`src/rtl/mult_pkg.sv`:
```
// rtl/mult_pkg.sv - shared state encoding and width helper for the sequential multiplier
//
// Purpose : constants and helper functions shared by the multiplier files.
// Contents: FSM state encodings (IDLE/RUN/FINISH), state_t, clog2().
package mult_pkg;

  typedef logic [1:0] state_t;

  localparam logic [1:0] IDLE   = 2'd0;
  localparam logic [1:0] RUN    = 2'd1;
  localparam logic [1:0] FINISH = 2'd2;

  // Number of bits needed to hold the values 0 .. value-1.
  function automatic int clog2(input int value);
    int result;
    result = 0;
    for (int v = value - 1; v > 0; v = v >> 1) begin
      result++;
    end
    return result;
  endfunction

endpackage

```
`src/rtl/Full_Adder.sv`:
```
// rtl/Full_Adder.sv - one-bit full adder cell
//
// Purpose : single-bit full adder, the building block of the ripple adder.
// Ports   : A, B, cin  - addend bits and carry in
//           sum, cout  - sum bit and carry out
module Full_Adder (
  input  logic A,
  input  logic B,
  input  logic cin,
  output logic sum,
  output logic cout
);

  assign sum  = A ^ B ^ cin;
  assign cout = (A & B) | (cin & (A ^ B));

endmodule

```
`src/rtl/nbit_ripple_adder.sv`:
```
// rtl/nbit_ripple_adder.sv - N-bit ripple-carry adder built from Full_Adder cells
//
// Purpose : sum = A + B + cin over N bits, carry out on cout.
// Ports   : A, B [N-1:0] - addends
//           cin          - carry in
//           sum  [N-1:0] - result
//           cout         - carry out of the top bit
module nbit_ripple_adder #(
  parameter int N = 8
) (
  input  logic [N-1:0] A,
  input  logic [N-1:0] B,
  input  logic         cin,
  output logic [N-1:0] sum,
  output logic         cout
);

  logic [N:0] carry;

  assign carry[0] = cin;

  for (genvar i = 0; i < N; i++) begin : g_bit
    Full_Adder u_fa (
      .A    (A[i]),
      .B    (B[i]),
      .cin  (carry[i]),
      .sum  (sum[i]),
      .cout (carry[i+1])
    );
  end

  assign cout = carry[N];

endmodule

```
`src/rtl/nbit_seq_multiplier.sv`:
```
// rtl/nbit_seq_multiplier.sv - N-bit shift-and-add sequential multiplier, signed/unsigned
//
// Purpose : computes a 2N-bit product of two N-bit operands in N+1 cycles
//           using one shared ripple adder; signed mode works on magnitudes
//           and negates the result at the end.
// Ports   : clk                 - rising-edge clock
//           resetN              - asynchronous active-low reset
//           start               - request, accepted in IDLE or FINISH
//           signedMode          - 1 = two's complement, sampled with start
//           inputM, inputQ[N-1:0] - multiplicand / multiplier, sampled with start
//           busy                - high in RUN and FINISH
//           done                - one-cycle pulse when product is written
//           product[2N-1:0]     - result, held until the next FINISH
module nbit_seq_multiplier
  import mult_pkg::*;
#(
  parameter int N = 8
) (
  input  logic           clk,
  input  logic           resetN,
  input  logic           start,
  input  logic           signedMode,
  input  logic [N-1:0]   inputM,
  input  logic [N-1:0]   inputQ,
  output logic           busy,
  output logic           done,
  output logic [2*N-1:0] product
);

  localparam int CW = clog2(N);

  state_t         state;
  logic [N-1:0]   m_reg;
  logic [N-1:0]   q_reg;
  logic [2*N:0]   acc;
  logic [CW-1:0]  cnt;
  logic           neg_flag;

  logic           load;
  logic           last_iter;
  logic [N-1:0]   mag_m;
  logic [N-1:0]   mag_q;
  logic [N-1:0]   add_sum;
  logic           add_cout;
  logic [N:0]     acc_hi_next;
  logic [2*N:0]   acc_next;
  logic [2*N-1:0] neg_sum;
  logic           unused_neg_cout;

  assign load      = start & ((state == IDLE) | (state == FINISH));
  assign last_iter = (cnt == CW'(N - 1));

  // Magnitudes; -2^(N-1) negates to itself, which read unsigned is 2^(N-1).
  assign mag_m = (signedMode & inputM[N-1]) ? (~inputM + N'(1)) : inputM;
  assign mag_q = (signedMode & inputQ[N-1]) ? (~inputQ + N'(1)) : inputQ;

  // The top bit of acc_hi is always 0 when an add happens (it was just
  // shifted in as 0), so an N-bit add plus carry-out covers acc_hi + M.
  nbit_ripple_adder #(.N(N)) u_acc_adder (
    .A    (acc[2*N-1:N]),
    .B    (m_reg),
    .cin  (1'b0),
    .sum  (add_sum),
    .cout (add_cout)
  );

  assign acc_hi_next = q_reg[0] ? {add_cout, add_sum} : acc[2*N:N];
  assign acc_next    = {1'b0, acc_hi_next, acc[N-1:1]};

  // Two's-complement negation of the finished product: ~acc + 1.
  nbit_ripple_adder #(.N(2*N)) u_neg_adder (
    .A    (~acc[2*N-1:0]),
    .B    ('0),
    .cin  (1'b1),
    .sum  (neg_sum),
    .cout (unused_neg_cout)
  );

  assign busy = (state == RUN) | (state == FINISH);

  always_ff @(posedge clk or negedge resetN) begin
    if (!resetN) begin
      state    <= IDLE;
      m_reg    <= '0;
      q_reg    <= '0;
      acc      <= '0;
      cnt      <= '0;
      neg_flag <= 1'b0;
      done     <= 1'b0;
      product  <= '0;
    end else begin
      done <= 1'b0;

      // The FINISH edge publishes the result even when a new start is
      // captured on the same edge; acc is not touched until RUN begins.
      if (state == FINISH) begin
        product <= neg_flag ? neg_sum : acc[2*N-1:0];
        done    <= 1'b1;
      end

      if (load) begin
        m_reg    <= mag_m;
        q_reg    <= mag_q;
        neg_flag <= signedMode & (inputM[N-1] ^ inputQ[N-1]);
        acc      <= '0;
        cnt      <= '0;
      end else if (state == RUN) begin
        acc   <= acc_next;
        q_reg <= q_reg >> 1;
        cnt   <= cnt + CW'(1);
      end

      case (state)
        IDLE:    if (start) state <= RUN;
        RUN:     if (last_iter) state <= FINISH;
        FINISH:  state <= start ? RUN : IDLE;
        default: state <= IDLE;
      endcase
    end
  end

endmodule

```
`config.mk`:
```
export PLATFORM = sky130hd
export DESIGN_NAME = nbit_seq_multiplier
export DESIGN_NICKNAME = d
export VERILOG_FILES = /design/src/rtl/mult_pkg.sv /design/src/rtl/Full_Adder.sv /design/src/rtl/nbit_ripple_adder.sv /design/src/rtl/nbit_seq_multiplier.sv
export SDC_FILE = /design/constraint.sdc
export NUM_CORES = 1
export LEC_CHECK = 0
export ABC_CLOCK_PERIOD_IN_PS = 6900
export CAP_MARGIN = 20
export CELL_PAD_IN_SITES_DETAIL_PLACEMENT = 0
export CELL_PAD_IN_SITES_GLOBAL_PLACEMENT = 1
export CORE_ASPECT_RATIO = 0.8
export CORE_MARGIN = 4
export CORE_UTILIZATION = 47
export DETAILED_ROUTE_END_ITERATION = 8
export GPL_ROUTABILITY_DRIVEN = 0
export MAX_ROUTING_LAYER = met4
export PLACE_DENSITY_LB_ADDON = 0.08
export SLEW_MARGIN = 40
export SYNTH_ARGS = -nofsm -noshare
export SYNTH_HDL_FRONTEND = slang
export SYNTH_SLANG_ARGS = --single-unit
export TNS_END_PERCENT = 10
```
`constraint.sdc`:
```
create_clock -name clk -period 6.9 [get_ports clk]
set_clock_uncertainty 0.15 [all_clocks]
set_input_delay 1.035 -clock clk [delete_from_list [all_inputs] [get_ports clk]]
set_output_delay 1.035 -clock clk [all_outputs]
set_load 0.05 [all_outputs]
```
==> impl_metrics.env <==
export IMPL_crit_start="acc[8]$_DFFE_PN0P_"
export IMPL_grt_pass1_vias=2180
export IMPL_track_usage_pct=15.4
export IMPL_power_share_combinational_pct=52.7
export IMPL_area_delta_synth_final_pct=16.3
export IMPL_grt_pass1_wl_mm=9.80
export IMPL_internal_power_uw=848
export IMPL_p_total_mw=1.55
export IMPL_syn_inst=308
export IMPL_clock_sinks=55
export IMPL_clk_pin_slew_ps=90
export IMPL_layout_drive_gt1_share_pct=5.59
export IMPL_cts_max_path_buffers=2
export IMPL_ir_drop_mv=0.292
export IMPL_fin_tns_setup_ps=0
export IMPL_route_detailed_drc=0
export IMPL_p_seq_share_pct=36.4
export IMPL_synth_largest_area_cell="dfrtp_1"
export IMPL_synth_seq_cells=55
export IMPL_fin_crit_sh_pct=60.4
export IMPL_fin_ws_ps=2730
export IMPL_num_io_pins=38
export IMPL_crit_arrival_ps=4220
export IMPL_antenna_found_initial=0
export IMPL_synthTopCellsByArea="dfrtp_1, mux2i_1, ha_1"
export IMPL_worstSetupPathType="flop to flop"
export IMPL_clock_latency_ps=300
export IMPL_dpl_instance_area_sq_um=3560
export IMPL_cts_repair_resized=0
export IMPL_n_antenna_cell=0
export IMPL_htree_levels=2
export IMPL_crit_path_end_kind="flop"
export IMPL_crit_path_max_fanout=5
export IMPL_synth_distinct_cells=31
export IMPL_tightest_slew_ps=803
export IMPL_largestRegisters="acc x16, product x16"
export IMPL_yosysTopAreaCellShare_pct=43.9
export IMPL_utilization_pct=56.6
export IMPL_finalMaxSlewViolations=0
export IMPL_cts_hold_buf=0
export IMPL_rrSetupSlack_ps=2730
export IMPL_crit_end="acc[14]$_DFFE_PN0P_"
export IMPL_synth_nets=359
export IMPL_clock_root_buffer="clkbuf_8"
export IMPL_sw_frac_of_total_pct=45.1
export IMPL_detailed_place_hpwl_mm=4.03
export IMPL_fin_crit_ps=4170
export IMPL_fmaxAchievable_ghz=0.240
export IMPL_holdWs_ps=350
export IMPL_yosysSeqAreaShare_pct=43.9
export IMPL_hold_viol=0
export IMPL_post_cts_setup_buffers=0
export IMPL_portBuffers=37
export IMPL_fin_nets=390
export IMPL_cp_start_kind="flop"
export IMPL_synth_area_per_cell_sq_um=10.2
export IMPL_dieArea_sq_um=8040
export IMPL_nFillCells=592
export IMPL_totalWireLength_mm=5.46
export IMPL_vias_per_cell=5.08
export IMPL_wire_per_inst_um=12.9
export IMPL_rsz0062_at_grt="no"
export IMPL_ys_flop_type="dfrtp_1"
export IMPL_dp_cells=416
export IMPL_pre_cts_slack_ps=2720
export IMPL_status="completed"
export IMPL_rows=26
export IMPL_p_leak_nw=1.60
export IMPL_pwr_share_clk_pct=11.0
export IMPL_start_util_pct=48.6
export IMPL_reg2regPathDepth=11
export IMPL_setup_viol=0
export IMPL_required_ps=6950
export IMPL_hold_class="flop to flop"
export IMPL_cts_made_buffers=5
export IMPL_synth_async_reset_ratio_pct=100
export IMPL_yosys_top_cells_count="dfrtp_1, nor2_1, mux2i_1"
export IMPL_power_switching_uw=698
export IMPL_maxCapViolations=0
export IMPL_ys_warn_count=0
export IMPL_fin_cells=424
export IMPL_worst_r2r_endpoint="acc[14]$_DFFE_PN0P_"
export IMPL_power_density_nw_per_um2=424
export IMPL_cts_tree="built"
export IMPL_route_vias_total=2153
export IMPL_synthMostInstantiatedCell="dfrtp_1"
export IMPL_drt_pass1_iter_count=4
export IMPL_gr_total_overflow=0
export IMPL_fp_coreArea_sq_um=6440
export IMPL_die_width_um=99.3
export IMPL_final_area_sq_um=3640
export IMPL_relSlewSlack_pct=46.5
export IMPL_die_y_um=81.0
export IMPL_syn_cell_area_sq_um=3130
export IMPL_synth_edf_count=0
export IMPL_grt_start_max_net_pins=56
export IMPL_drt_initial_drc_count=63
export IMPL_critical_path_reg2reg_startpoint="acc[8]$_DFFE_PN0P_"
export IMPL_antenna_left=0
## kinds of logic after synthesis
| kind of cell | after synthesis | synth area share, % |
|---|---|---|
| compound gates | 56 | 11.0 |
| xor+xnor | 13 | 3.63 |
| fa+ha+maj | 31 | 14.1 |
| buf+inv | 43 | 5.47 |
| flops | 55 | 43.9 |
| mux | 37 | 11.9 |
| simple gates | 73 | 9.98 |
## power by group through the flow
| stage | logic (mW) | registers (mW) | clock network, mW |
|---|---|---|---|
| after floorplan | 0.471 | 0.692 | 0 |
| after global placement | 0.811 | 0.569 | 0 |
| after detailed placement | 0.826 | 0.571 | 0 |
| after CTS | 0.830 | 0.565 | 0.179 |
| after global routing | 0.912 | 0.584 | 0.194 |
| final | 0.815 | 0.562 | 0.169 |
## metal layers
layer	up-vias	GRT usage, %	part of all wire [%]
li1	1098	-	-
met1	1041	20.5	50
met2	12	24.5	47
met3	2	3.18	1.7
met4	0	3.27	0.42
met5	-	-	0
## worst max-delay path: stages, from the launching register on
cell and delay [ps]:
dfrtp_1 430, ha_1 230, fa_1 370, fa_1 380, fa_1 390, fa_1 380, fa_1 380, fa_1 370
inv_1 70, fa_1 400, mux2_2 270, a211oi_1 250
## final cells by class
class	instances	area [sq um]	share of cell area, %
multi-input cells	210	1590	43.6
flip-flops and latches	55	1380	37.8
repair buffers	40	388	10.6
well taps	84	105	2.88
inverters	27	101	2.78
clock buffers	5	68.8	1.89
clock inverters	3	15.0	0.412
## placed cells by master (no fill, tap or decap), types with 7 or more instances in the layout
master / n
fa_1: 7
ha_1: 23
inv_1: 27
nor2_1: 41
nand2_1: 16
xnor2_1: 11
a21oi_1: 25
a211oi_1: 13
dfrtp_1: 55
clkdlybuf4s50_1: 36
o21ai_0: 8
mux2i_1: 34
## worst min-delay path by stage
stage	start	to	slack (ps)	cells past startpoint
after detailed placement	m_reg[0]$_DFFE_PN0P_	m_reg[0]$_DFFE_PN0P_	340	2
after global routing	m_reg[0]$_DFFE_PN0P_	m_reg[0]$_DFFE_PN0P_	400	2
after floorplan	m_reg[0]$_DFFE_PN0P_	m_reg[0]$_DFFE_PN0P_	300	2
after global placement	m_reg[0]$_DFFE_PN0P_	m_reg[0]$_DFFE_PN0P_	330	2
after CTS	m_reg[0]$_DFFE_PN0P_	m_reg[0]$_DFFE_PN0P_	360	2
final	m_reg[0]$_DFFE_PN0P_	m_reg[0]$_DFFE_PN0P_	350	2
No activity file was read; power rests on OpenSTA's default activity.
